$ cat config.mk
export PLATFORM = sky130hd
export DESIGN_NAME = mem_access_unit
export DESIGN_NICKNAME = d
export VERILOG_FILES = /design/src/rtl/rvseed_defines.sv /design/src/rtl/load_align_ext.sv /design/src/rtl/mem_access_unit.sv
export SDC_FILE = /design/constraint.sdc
export NUM_CORES = 1
export LEC_CHECK = 0
export BUFFER_PORTS_ARGS = -buffer_cell sky130_fd_sc_hd__buf_2
export CAP_MARGIN = 15
export CORE_AREA = 4 4 237 239
export DETAILED_ROUTE_END_ITERATION = 10
export DIE_AREA = 0 0 241 243
export PLACE_DENSITY = 0.57
export REMOVE_ABC_BUFFERS = 1
export SLEW_MARGIN = 25
export SYNTH_ARGS = -nofsm -noshare
export SYNTH_HDL_FRONTEND = slang
export SYNTH_SLANG_ARGS = --single-unit
$ cat constraint.sdc
create_clock -name clk -period 6.55 [get_ports clk]
set_input_delay 0.3275 -clock clk [delete_from_list [all_inputs] [get_ports clk]]
set_output_delay 0.3275 -clock clk [all_outputs]
set_load 0.005 [all_outputs]
$ cat src/rtl/rvseed_defines.sv
// Shared definitions for the MEM stage: funct3 codes, register width, FSM encodings.
// Also holds the captured-op record and the size helpers used for alignment.
package rvseed_defines;

   localparam int DATA_W         = 64;
   localparam int REG_ADDR_WIDTH = 5;

   localparam logic [2:0] F3_LB  = 3'b000;
   localparam logic [2:0] F3_LH  = 3'b001;
   localparam logic [2:0] F3_LW  = 3'b010;
   localparam logic [2:0] F3_LD  = 3'b011;
   localparam logic [2:0] F3_LBU = 3'b100;
   localparam logic [2:0] F3_LHU = 3'b101;
   localparam logic [2:0] F3_LWU = 3'b110;

   // Store size comes from funct3[1:0] only.
   localparam logic [1:0] SZ_B = 2'b00;
   localparam logic [1:0] SZ_H = 2'b01;
   localparam logic [1:0] SZ_W = 2'b10;
   localparam logic [1:0] SZ_D = 2'b11;

   localparam logic [1:0] ST_IDLE = 2'd0;
   localparam logic [1:0] ST_REQ  = 2'd1;
   localparam logic [1:0] ST_RESP = 2'd2;

   typedef struct packed {
      logic                      is_load;
      logic                      is_store;
      logic [2:0]                funct3;
      logic [DATA_W-1:0]         addr;
      logic [DATA_W-1:0]         wdata;
      logic                      reg_wen;
      logic [REG_ADDR_WIDTH-1:0] reg_waddr;
      logic [DATA_W-1:0]         pc;
      logic                      ebreak;
   } op_t;

   function automatic logic misaligned(input logic [1:0] size, input logic [2:0] off);
      case (size)
         SZ_H:    return off[0];
         SZ_W:    return |off[1:0];
         SZ_D:    return |off;
         default: return 1'b0;
      endcase
   endfunction

   function automatic logic [7:0] size_mask(input logic [1:0] size);
      case (size)
         SZ_B:    return 8'h01;
         SZ_H:    return 8'h03;
         SZ_W:    return 8'h0F;
         default: return 8'hFF;
      endcase
   endfunction

endpackage

$ cat src/rtl/load_align_ext.sv
// Shifts the addressed lanes of a read beat down to bit 0, truncates to size, extends per funct3.
// Purely combinational; no latency, no flow control.
module load_align_ext
   import rvseed_defines::*;
(
   input  logic [DATA_W-1:0] rdata,
   input  logic [2:0]        offset,
   input  logic [2:0]        funct3,
   output logic [DATA_W-1:0] data
);

   logic [DATA_W-1:0] sh;

   always_comb begin
      sh = rdata >> {offset, 3'b000};
      case (funct3)
         F3_LB:   data = {{56{sh[7]}}, sh[7:0]};
         F3_LH:   data = {{48{sh[15]}}, sh[15:0]};
         F3_LW:   data = {{32{sh[31]}}, sh[31:0]};
         F3_LBU:  data = {56'd0, sh[7:0]};
         F3_LHU:  data = {48'd0, sh[15:0]};
         F3_LWU:  data = {32'd0, sh[31:0]};
         default: data = sh;
      endcase
   end

endmodule

$ cat src/rtl/mem_access_unit.sv
// MEM stage: runs loads/stores on a req/gnt + rvalid port; non-memory ops pass through same cycle.
// Latency 0 for pass-through, granted stores and misaligned ops; otherwise stalls upstream until done or timeout.
module mem_access_unit
   import rvseed_defines::*;
#(
   parameter int XLEN    = DATA_W,
   parameter int TIMEOUT = 255
) (
   input  logic                      clk,
   input  logic                      rst,
   input  logic                      in_valid_i,
   input  logic                      is_load_i,
   input  logic                      is_store_i,
   input  logic [2:0]                funct3_i,
   input  logic [XLEN-1:0]           alu_res_i,
   input  logic [XLEN-1:0]           store_data_i,
   input  logic                      reg_wen_i,
   input  logic [REG_ADDR_WIDTH-1:0] reg_waddr_i,
   input  logic [XLEN-1:0]           pc_i,
   input  logic                      ebreak_i,
   output logic                      dmem_req_o,
   output logic                      dmem_we_o,
   output logic [XLEN-1:0]           dmem_addr_o,
   output logic [XLEN-1:0]           dmem_wdata_o,
   output logic [7:0]                dmem_wmask_o,
   input  logic                      dmem_gnt_i,
   input  logic                      dmem_rvalid_i,
   input  logic [XLEN-1:0]           dmem_rdata_i,
   output logic                      mem_stall_o,
   output logic                      wb_valid_o,
   output logic                      reg_wen_o,
   output logic [REG_ADDR_WIDTH-1:0] reg_waddr_o,
   output logic [XLEN-1:0]           from_ex_alu_res_o,
   output logic [XLEN-1:0]           from_mem_alu_res_o,
   output logic [XLEN-1:0]           pc_o,
   output logic                      ebreak_o,
   output logic                      err_o
);

   localparam logic [7:0] TIMEOUT_CNT = 8'(TIMEOUT);

   logic [1:0]      state, state_nxt;
   op_t             op_q, op_in, cur;
   logic [7:0]      cnt_q;
   logic [XLEN-1:0] ld_data;
   logic [2:0]      off;
   logic            mem_op_in, timeout;
   logic            req, wb, err, stall, ld_done;

   assign op_in = '{is_load: is_load_i, is_store: is_store_i, funct3: funct3_i,
                    addr: alu_res_i, wdata: store_data_i, reg_wen: reg_wen_i,
                    reg_waddr: reg_waddr_i, pc: pc_i, ebreak: ebreak_i};

   assign mem_op_in = in_valid_i && (is_load_i || is_store_i);
   // In IDLE the op is served straight from the inputs; afterwards from the capture register.
   assign cur       = (state == ST_IDLE) ? op_in : op_q;
   assign off       = cur.addr[2:0];
   assign timeout   = (cnt_q == TIMEOUT_CNT);

   load_align_ext u_load_align_ext (
      .rdata  (dmem_rdata_i),
      .offset (off),
      .funct3 (cur.funct3),
      .data   (ld_data)
   );

   always_comb begin
      state_nxt = state;
      req       = 1'b0;
      wb        = 1'b0;
      err       = 1'b0;
      stall     = 1'b0;
      ld_done   = 1'b0;
      if (!rst) begin
         case (state)
            ST_IDLE: begin
               if (in_valid_i) begin
                  if (!mem_op_in) begin
                     wb = 1'b1;
                  end else if (misaligned(cur.funct3[1:0], off)) begin
                     wb  = 1'b1;
                     err = 1'b1;
                  end else begin
                     req = 1'b1;
                     if (dmem_gnt_i && cur.is_store) begin
                        wb = 1'b1;
                     end else begin
                        stall     = 1'b1;
                        state_nxt = dmem_gnt_i ? ST_RESP : ST_REQ;
                     end
                  end
               end
            end
            ST_REQ: begin
               req = 1'b1;
               if (dmem_gnt_i) begin
                  if (cur.is_store) begin
                     wb        = 1'b1;
                     state_nxt = ST_IDLE;
                  end else begin
                     stall     = 1'b1;
                     state_nxt = ST_RESP;
                  end
               end else if (timeout) begin
                  wb        = 1'b1;
                  err       = 1'b1;
                  state_nxt = ST_IDLE;
               end else begin
                  stall = 1'b1;
               end
            end
            ST_RESP: begin
               if (dmem_rvalid_i) begin
                  wb        = 1'b1;
                  ld_done   = 1'b1;
                  state_nxt = ST_IDLE;
               end else if (timeout) begin
                  wb        = 1'b1;
                  err       = 1'b1;
                  state_nxt = ST_IDLE;
               end else begin
                  stall = 1'b1;
               end
            end
            default: state_nxt = ST_IDLE;
         endcase
      end
   end

   assign dmem_req_o   = req;
   assign dmem_we_o    = req & cur.is_store;
   assign dmem_addr_o  = req ? {cur.addr[XLEN-1:3], 3'b000} : '0;
   assign dmem_wdata_o = req ? (cur.wdata << {off, 3'b000}) : '0;
   assign dmem_wmask_o = req ? (size_mask(cur.funct3[1:0]) << off) : 8'h00;

   // Outputs toward mem_wb_regs are zeroed whenever no beat is presented.
   assign mem_stall_o        = stall;
   assign wb_valid_o         = wb;
   assign err_o              = err;
   assign reg_wen_o          = wb & cur.reg_wen & ~err;
   assign reg_waddr_o        = wb ? cur.reg_waddr : '0;
   assign from_ex_alu_res_o  = wb ? cur.addr : '0;
   assign from_mem_alu_res_o = ld_done ? ld_data : '0;
   assign pc_o               = wb ? cur.pc : '0;
   assign ebreak_o           = wb & cur.ebreak;

   always_ff @(posedge clk or posedge rst) begin
      if (rst) begin
         state <= ST_IDLE;
         op_q  <= '0;
         cnt_q <= '0;
      end else begin
         state <= state_nxt;
         if (state == ST_IDLE && mem_op_in) op_q <= op_in;
         if (state_nxt != state)      cnt_q <= '0;
         else if (state != ST_IDLE)   cnt_q <= cnt_q + 8'd1;
      end
   end

endmodule

==> summary.txt, run 1 <==
Timing
  • Min Tclk post-route: 5260 ps
  • Rel. slew slack: 29.3%
  • Hold WS: 19.3 ps
  • Worst setup margin: 1290 ps
  • Fin. max-slew vios: 0
  • Final hold vios: 0
  • Fmax: 190 MHz
  • Skew final: 23.0 ps
  • Final setup fails: 0
  • Worst slew pin tran: 1060 ps
  • Period utilization: 80.3%
  • RSZ-0062 raised after global routing: false

CTS
  • Worst-skew pair later-pin latency: 540 ps
  • # clock sinks: 213
  • H-tree depth: 1
  • Max clock buf depth: 3
  • Post-CTS setup repair buffer count: 0
  • Total CTS buffers: 25
  • Resize count post-CTS: 0
  • Root Buffer: clkbuf_16
  • Worst-path clk slew: 70 ps
  • CTS tree: yes

Critical path
  • Critical path required time: 6220 ps
  • CP max-delay cell: nand3_4
  • Crit path kind: register to primary output
  • Critical path cell sequence: nor2_4, nand3_4, a221oi_4, o21ai_4, inv_2, nand3_1, nor2_1, buf_2
  • Max FO, Critical Path: 60
  • Max incr delay on CP: 750 ps
  • Critical R2R Launch: state[0]
  • CP top delay family: simple AND/OR/NAND/NOR gates
  • CP endpoint kind: primary output
  • CP bufs+invs: 2
  • Worst EP arrival: 4930 ps
  • Setup crit start kind: register
  • Worst Setup SP: state[0]

Place
  • Port bufs: 609
  • Pre-CTS setup slack: 1780 ps
  • Dpl cell area: 19800 um^2
  • DP HPWL: 57.6 mm
  • Post-Place Cells: 3521
  • GPL Wtd Cong: 0.902

Pwr
  • Leak: 11.8 nW
  • PD cells: 370 nW/um^2
  • VDD IR-drop max: 0.213 mV

GRT
  • GR Util All Layers: 25.6%
  • Largest net degree at the start of global routing: 99
  • First-pass GRT wire length: 118 mm
  • Grt total ovfl: 0
  • Initial antenna violation count: 21
  • Vias in the first global route: 19.1k
  • Met3 usage: 5.02%
  • Met1 Usage GRT: 30.9%
  • GR Layer Usage met2: 45.4%
  • Gr busiest metal: met2

Layout
  • Final Core Density: 40.6%
  • Nets: 3252
  • Final std cells w/o fill: 3705
  • Design Area, Final: 21900 um^2
  • Synth-to-layout area growth: 33.8%
  • Share of cells above drive strength 1: 24.8%

Detailed routing
  • Via Count: 19.6k
  • Routed wire per std cell: 21.5 um
  • Vias per Instance: 5.29
  • Drt first pass iters: 5
  • DRC viols: 0
  • Final wirelength: 79.6 mm
  • Routed Antenna Nets: 0
  • Initial DRC Count: 1276

Synthesis
  • Synth top area share: 32.6%
  • Post-Syn Area: 16300 um^2
  • #FFs+latches synth: 213
  • Simple-gate portion of the synthesized area: 30.8%
  • Mean post-synth cell area: 6.86 um^2
  • Predominant post-synthesis flop cell: dfrtp_1
  • EDFF count, synth: 0
  • Top cells by count, synth: 932 x nand2_1, 249 x nor2_1, 224 x a21oi_1
  • Gate Count Post-Synth: 2381
  • Largest family of logic cells by synthesized area: simple AND/OR/NAND/NOR gates
  • Post-synthesis xor/xnor area fraction: 0.322%
  • YS warnings: 0
  • Distinct cells, synth: 67
  • Post-synthesis adder-cell area fraction: 0.0766%
  • Multiplexer area fraction after synthesis: 13.8%
  • Synth area leader: dfrtp_1
  • Async SR Flop Fraction: 100%
  • Leading cell type by number of instances after synthesis: nand2_1
  • Synth Area in Compound Gates: 16.9%
  • Synth area leaders: dfrtp_1 33%, nand2_1 21%, mux2i_1 11%
  • Sequential-to-total area share from yosys stat: 32.6%

Worst hold path
  • Hold Crit Class: input pin to asynchronous set/reset pin

Floorplan
  • Die area: 58600 um^2
  • Core region area: 53800 um^2
  • Num rows: 85
  • Initial Util: 30.4%
  • Die Ht: 243 um
  • Die width: 241 um
  • I/O Pins: 613

Flow run
  • Max cap viols: 0

Status
  • Status: complete, no violations
cells in the final DEF (no fill, tap or decap), types with 33 or more instances in the layout:
master         instances
mux2i_1              184
nor2_1               247
nand3_1               48
a211oi_1              64
buf_4                 33
mux2_2                36
dfrtp_1              212
buf_2                608
a21oi_1              224
nand2_1              931
o21ai_0               46
dlygate4sd3_1        126
registers in the layout, summed over array words and instances, names as in the netlist:
name / flops
state: 2
op_q: 203
cnt_q: 8
layer usage:
metal | vias to the layer above | routed length [um]
li1 | 9172 | -
met1 | 9372 | 30800
met2 | 918 | 39800
met3 | 137 | 6310
met4 | 8 | 2620
met5 | - | 55
stage by stage:
stage / TNS [ps] / power (mW)
after floorplan: -5071180 / 5.28
after global placement: 0 / 6.53
after detailed placement: 0 / 6.59
after CTS: 0 / 8.10
after global routing: 0 / 8.66
final: 0 / 8.09
timing repair:
item                       in CTS  in global routing
hold buffers                  126                  0
hold endpoints to repair      126                  0
setup endpoints to repair       0                  0
where the power goes:
| group | internal (mW) | total, mW | switching (mW) |
|---|---|---|---|
| logic | 1.54 | 4.48 | 2.95 |
| clock network | 0.824 | 1.41 | 0.588 |
| registers | 1.82 | 2.19 | 0.370 |
worst paths after layout:
kind	to	slack [ps]	depth (start not counted)
worst min-delay path	op_q[53]	20	2
worst max-delay path	dmem_wdata_o[5]	1290	8
min in group clk	op_q[14]	20	3
max in group asynchronous	op_q[142]	5130	3
worst min register to register	op_q[1]	470	2
worst max register to register	op_q[163]	2650	6
cell families (layout without fill, tap and decap cells):
kind of cell,Yosys count,count (layout)
other,1,18
AO/OA/AOI/OAI,446,446
multiplexers,221,221
AND/OR/NAND/NOR,1285,1285
buffers and inverters,208,819
flip-flops,213,213
XOR/XNOR,6,6
adder cells (fa/ha/maj),1,1
area by class of cell:
type	instances	area, um^2
antenna	15	37.5
inverter	8	37.5
clock inverter	6	85.1
fill	5635	32000
sequential	213	5330
multi-input combinational	1962	10200
timing repair buffer	768	4570
clock buffer	37	711
tap	696	871
(Power assumes the default switching activity.)
==> run 2, diff against run 1 <==
Clock period 6.55 ns to 4.45 ns, I/O delays scaled along.
==> summary.txt, run 2 (synthesized netlist as in run 1, its figures left out) <==
Timing
  • Skew final: 13.0 ps (-10.0 ps)
  • Fin. max-slew vios: 0 (unchanged)
  • Period utilization: 94.4%
  • Setup TNS: 0 ps (unchanged)
  • Final setup fails: 0 (unchanged)
  • Fmax: 238 MHz
  • Hold WS: 61.3 ps (+42.1 ps)
  • Final hold vios: 0 (unchanged)
  • Min Tclk post-route: 4200 ps
  • RSZ-0062 raised after global routing: false
  • Worst setup margin: 250 ps (-1040 ps)
  • Worst slew pin tran: 1380 ps (+319 ps)
  • Rel. slew slack: 8.03% (-21 points)

Critical path
  • Critical path cell sequence: buf_4, or3b_1, o2111ai_1, a221oi_4, o21ai_4, buf_4, buf_4, nor2_1, buf_2
  • Max incr delay on CP: 660 ps (-90 ps)
  • Max FO, Critical Path: 71 (+18%)
  • Critical path required time: 4230 ps (-1990 ps)
  • Worst EP arrival: 3980 ps (-950 ps)
  • Crit path kind: register to primary output
  • Setup crit start kind: register
  • CP endpoint kind: primary output
  • Most used cell, CP: buf_4
  • CP max-delay cell: buf_4

Floorplan
  • Core region area: 53800 um^2 (unchanged)
  • Initial Util: 30.4% (unchanged)
  • Die width: 241 um (unchanged)
  • Num rows: 85 (unchanged)
  • I/O Pins: 613 (unchanged)
  • Die area: 58600 um^2 (unchanged)
  • Die Ht: 243 um (unchanged)

GRT
  • Grt total ovfl: 0 (unchanged)
  • GR Util All Layers: 25.9% (+0.30 points)
  • Initial antenna violation count: 18 (-14%)
  • Largest net degree at the start of global routing: 204 (+110%)
  • Vias in the first global route: 20.1k (+5.3%)
  • First-pass GRT wire length: 120 mm (+2.0%)

Layout
  • FF/Latch Area: 5330 um^2 (unchanged)
  • Max reg flops: 203 (unchanged)
  • Most common cell after layout, fill and taps aside: nand2_1
  • Share of cells above drive strength 1: 24.5% (-0.25 points)
  • Area of the multi-input gates: 10200 um^2 (about the same)
  • Final std cells w/o fill: 3793 (+2.4%)
  • Design Area, Final: 22800 um^2 (+4.4%)
  • Commonest non-fill, non-tap cells in the layout: 931 x nand2_1, 608 x buf_2, 247 x nor2_1
  • Nets: 3338 (+2.6%)
  • Top reg by flops: op_q
  • FILL cells: 5520 (-2.0%)
  • Biggest regs: op_q x203, cnt_q x8, state x2
  • Synth-to-layout area growth: 39.7%

Status
  • Status: complete, no violations

Flow run
  • Max cap viols: 0 (unchanged)

Pwr
  • PD cells: 528 nW/um^2 (+43%)
  • Leak: 12.3 nW (+3.6%)
  • VDD IR-drop max: 0.429 mV (+100%)

CTS
  • Root Buffer: clkbuf_16
  • # clock sinks: 213 (unchanged)
  • CTS tree: yes
  • Worst-path clk slew: 60 ps (about the same)
  • H-tree depth: 1 (unchanged)
  • Total CTS buffers: 25 (unchanged)
  • Worst-skew pair later-pin latency: 540 ps (about the same)
  • Max clock buf depth: 3 (unchanged)

Detailed routing
  • Via Count: 20.0k (+1.8%)
  • DRC viols: 0 (unchanged)
  • Routed wire per std cell: 21.1 um (-1.9%)
  • Initial DRC Count: 1309 (+2.6%)
  • Final wirelength: 80.0 mm (+0.42%)
  • Drt first pass iters: 7 (+2)
  • Routed Antenna Nets: 0 (unchanged)
  • Vias per Instance: 5.26 (-0.58%)

Place
  • DP HPWL: 57.2 mm (-0.58%)
  • Port bufs: 609 (unchanged)
  • GPL Wtd Cong: 0.890 (-1.4%)
  • Dpl cell area: 19900 um^2 (+0.75%)
  • Post-Place Cells: 3529 (+0.23%)
  • Pre-CTS setup slack: 870 ps (-907 ps)

Worst hold path
  • Hold Crit Class: input pin to register
==> run 2: worst max-delay path: cells and delay by family (launching register included) <==
| kind | cells | cell delay (ps) |
|---|---|---|
| buffers and inverters | 4 | 1440 |
| AO/OA/AOI/OAI | 3 | 560 |
| AND/OR/NAND/NOR | 2 | 780 |
| flip-flops | 1 | 500 |
==> run 2: area by class of cell <==
class / instances / area share (%)
inverter: 8 / 0.164
timing repair buffer: 854 / 24.1
clock buffer: 35 / 3.17
sequential: 213 / 23.4
tap: 696 / 3.82
clock inverter: 9 / 0.444
multi-input combinational: 1962 / 44.7
antenna: 16 / 0.175
==> run 2: routing by layer <==
metal  global-route usage, %  wire, um  share of wire (%)
met4                    11.2      3720                4.6
met3                    4.96      6170                7.7
met1                    30.5     30400                 38
met2                    45.6     39700                 50
met5                       0        41              0.051
==> run 2: power by group <==
part | internal, mW | switching (mW)
Sequential | 2.68 | 0.532
Clock | 1.25 | 0.873
Combinational | 2.39 | 4.34
==> run 2: per-stage QoR <==
| stage | utilization [%] | power (mW) |
|---|---|---|
| 4_1_cts | 42.3 | 12.1 |
| 6_report | 42.4 | 12.1 |
| 2_1_floorplan | - | 6.82 |
| 5_1_grt | 42.4 | 13.0 |
| 3_5_place_dp | 37.0 | 9.73 |
| 3_3_place_gp | 37.0 | 9.64 |
==> run 2: worst paths after layout <==
check,startpoint,to,slack [ps],depth (start not counted)
worst min-delay path,dmem_gnt_i,state[0],60,2
max in group asynchronous,rst,op_q[191],2650,4
min in group asynchronous,rst,op_q[53],410,3
worst min register to register,op_q[31],op_q[31],470,2
worst max register to register,state[0],op_q[160],1440,7
worst max-delay path,state[0],dmem_wdata_o[46],250,9
==> run 2: what timing repair did <==
action,in CTS,in global routing
hold endpoints to repair,272,0
gates resized for setup,0,1
setup buffers,0,0
setup endpoints to repair,0,1
hold buffers,204,0
==> run 3, diff against run 2 <==
Settings changed: CORE_AREA 4 4 237 239 to 4 4 238 240, CTS_CLUSTER_DIAMETER set to 150, DIE_AREA 0 0 241 243 to 0 0 242 244, PLACE_DENSITY 0.57 to 0.59, SYNTH_HIERARCHICAL set to 1.
==> summary.txt, run 3 <==
Layout
  • Nets: 3149 (-5.7%)
  • Final Core Density: 44.2% (+1.8 points)
  • Design Area, Final: 24200 um^2 (+5.9%)
  • FILL cells: 5419 (-1.8%)
  • FF/Latch Area: 5330 um^2 (unchanged)
  • Synth-to-layout area growth: 35.4%
  • Top reg by flops: op_q
  • Share of cells above drive strength 1: 31.3% (+6.7 points)
  • Area of the multi-input gates: 11500 um^2 (+13%)
  • Commonest non-fill, non-tap cells in the layout: 693 x nand2_1, 608 x buf_2, 300 x mux2i_1
  • Most common cell after layout, fill and taps aside: nand2_1
  • Biggest regs: op_q x203, cnt_q x8, state x2
  • Max reg flops: 203 (unchanged)

Timing
  • Skew final: 27.4 ps (+14.4 ps)
  • Worst slew pin tran: 1150 ps (-232 ps)
  • Rel. slew slack: 23.5% (+15 points)
  • Fmax: 238 MHz (+0.13%)
  • Final hold vios: 0 (unchanged)
  • RSZ-0062 raised after global routing: false
  • Fin. max-slew vios: 0 (unchanged)
  • Hold WS: 153 ps (+91.6 ps)
  • Period utilization: 94.3% (-0.13 points)
  • Min Tclk post-route: 4190 ps (-5.66 ps)
  • Setup TNS: 0 ps (unchanged)
  • Final setup fails: 0 (unchanged)

CTS
  • Total CTS buffers: 26 (+4.0%)
  • CTS tree: yes
  • Root Buffer: clkbuf_16
  • H-tree depth: 1 (unchanged)
  • # clock sinks: 213 (unchanged)
  • Worst-skew pair later-pin latency: 560 ps (+20 ps)
  • Resize count post-CTS: 0 (unchanged)
  • Worst-path clk slew: 60 ps (about the same)
  • Max clock buf depth: 3 (unchanged)
  • Post-CTS setup repair buffer count: 0 (unchanged)

Detailed routing
  • Routed Antenna Nets: 0 (unchanged)
  • Vias per Instance: 5.45 (+3.5%)
  • Final wirelength: 77.0 mm (-3.7%)
  • Drt first pass iters: 5 (-2)
  • DRC viols: 0 (unchanged)
  • Routed wire per std cell: 21.4 um (+1.3%)
  • Via Count: 19.6k (-1.6%)
  • Initial DRC Count: 1211 (-7.5%)

Critical path
  • CP endpoint kind: primary output
  • Max FO, Critical Path: 36 (-49%)
  • Critical path required time: 4230 ps (about the same)
  • Worst EP arrival: 3970 ps (about the same)
  • Setup crit start kind: register
  • Crit path kind: register to primary output

Synthesis
  • YS warnings: 6 (+6)
  • Leading cell type by number of instances after synthesis: nand2_1
  • Predominant post-synthesis flop cell: dfrtp_1
  • Synth top area share: 29.8% (-2.8 points)
  • Sequential-to-total area share from yosys stat: 29.8% (-2.8 points)
  • Distinct cells, synth: 70 (+4.5%)
  • Mean post-synth cell area: 8.08 um^2 (+18%)
  • Async SR Flop Fraction: 100% (unchanged)
  • Synth area leader: dfrtp_1
  • #FFs+latches synth: 213 (unchanged)
  • EDFF count, synth: 0 (unchanged)
  • Synth area leaders: dfrtp_1 30%, mux2i_1 17%, nand2_1 15%
  • Post-Syn Area: 17900 um^2 (+9.3%)
  • Top cells by count, synth: 694 x nand2_1, 300 x mux2i_1, 213 x dfrtp_1
  • Gate Count Post-Synth: 2210 (-7.2%)

GRT
  • GR Util All Layers: 24.2% (-1.6 points)
  • Vias in the first global route: 19.3k (-3.7%)
  • Largest net degree at the start of global routing: 206 (+0.98%)
  • Grt total ovfl: 0 (unchanged)
  • First-pass GRT wire length: 116 mm (-3.5%)
  • Initial antenna violation count: 11 (-7)

Pwr
  • Net Sw Frac: 46.1% (-1.6 points)
  • Combinational share of power: 58.0% (+2.2 points)
  • Flop pwr share: 24.8% (-1.8 points)
  • Internal: 7.10 mW (+12%)
  • VDD IR-drop max: 0.448 mV (+4.4%)
  • Sw Pwr: 6.06 mW (+5.5%)
  • Clk pwr share: 17.2% (-0.4 points)
  • PD cells: 544 nW/um^2 (+3.0%)
  • Leak: 13.0 nW (+5.7%)

Place
  • Port bufs: 609 (unchanged)
  • GPL Wtd Cong: 0.966 (+8.6%)
  • DP HPWL: 53.8 mm (-6.0%)
  • Dpl cell area: 21200 um^2 (+6.5%)

Floorplan
  • I/O Pins: 613 (unchanged)
  • Die area: 59000 um^2 (+0.83%)
  • Die Ht: 244 um (+0.41%)
  • Die width: 242 um (+0.41%)
  • Num rows: 86 (+1.2%)
  • Core region area: 54700 um^2 (+1.6%)
  • Initial Util: 32.7% (+2.3 points)

Status
  • Status: complete, no violations

Worst hold path
  • Hold Crit Class: input pin to register

Flow run
  • Max cap viols: 0 (unchanged)
-- run 3: power by group through the flow --
stage	sequential, mW	combinational [mW]	clock (mW)
global route	3.36	8.32	2.39
floorplan	2.87	4.17	0
CTS	3.25	7.57	2.32
detailed placement	3.25	7.41	0
finish	3.27	7.63	2.26
global placement	3.24	7.29	0
-- run 3: cell families (layout without fill, tap and decap cells) --
family                   after synthesis  in the layout  share of synthesized area (%)
other                                  1             13                         0.0210
flip-flops                           213            213                           29.8
AO/OA/AOI/OAI                        314            315                           12.5
AND/OR/NAND/NOR                     1064           1064                           27.3
adder cells (fa/ha/maj)                1              1                         0.0700
multiplexers                         377            377                           23.6
buffers and inverters                233            911                           6.31
XOR/XNOR                               7              7                          0.343
-- run 3: cell type report --
type,instances,area share [%]
repair buffers,854,22.7
clock buffers,36,2.97
inverters,13,0.238
multi-input cells,1767,47.6
well taps,704,3.64
flip-flops and latches,213,22.1
clock inverters,8,0.662
diodes,10,0.104
-- run 3: routing by layer --
layer / GRT usage, % / wire length [um] / vias to the layer above
met5: 0 / 21 / -
li1: - / - / 9036
met4: 8.81 / 3000 / 4
met2: 42.7 / 38000 / 892
met1: 29.8 / 30400 / 9526
met3: 4.27 / 5620 / 178
-- run 3: timing repair --
| action | 4_1_cts | 5_1_grt |
|---|---|---|
| hold buffers | 204 | 0 |
| setup endpoints to repair | 0 | 44 |
| hold endpoints to repair | 275 | 0 |
-- run 3: path summary, 6_finish.rpt --
kind                       startpoint  slack (ps)                      to  cells after the start
min in group asynchronous         rst         470                op_q[43]                      3
setup reg to reg             state[0]         970               op_q[167]                      7
max in group asynchronous         rst        2180               op_q[135]                      5
hold reg to reg             op_q[128]         470               op_q[128]                      2
hold / removal             dmem_gnt_i         150                state[1]                      3
setup / recovery             state[0]         260  from_mem_alu_res_o[58]                     12
-- run 3: critical path: stages, from the launching register on --
cell      delay, ps
dfrtp_1         570
nor2_4          280
buf_4           440
mux2i_1         240
inv_1           240
nor4bb_1        590
buf_4           230
nor2b_1         190
buf_4           200
nand2_1          80
nand4_1         100
and3_1          150
buf_2           110
-- run 3: metrics by stage --
step / instances / power, mW / setup WS, ps
final: 3605 / 13.2 / 255
after global routing: 3603 / 14.1 / 16.0
after CTS: 3594 / 13.1 / 175
after detailed placement: 3346 / 10.7 / 776
after global placement: 3346 / 10.5 / 906
after floorplan: 1992 / 7.04 / -22580
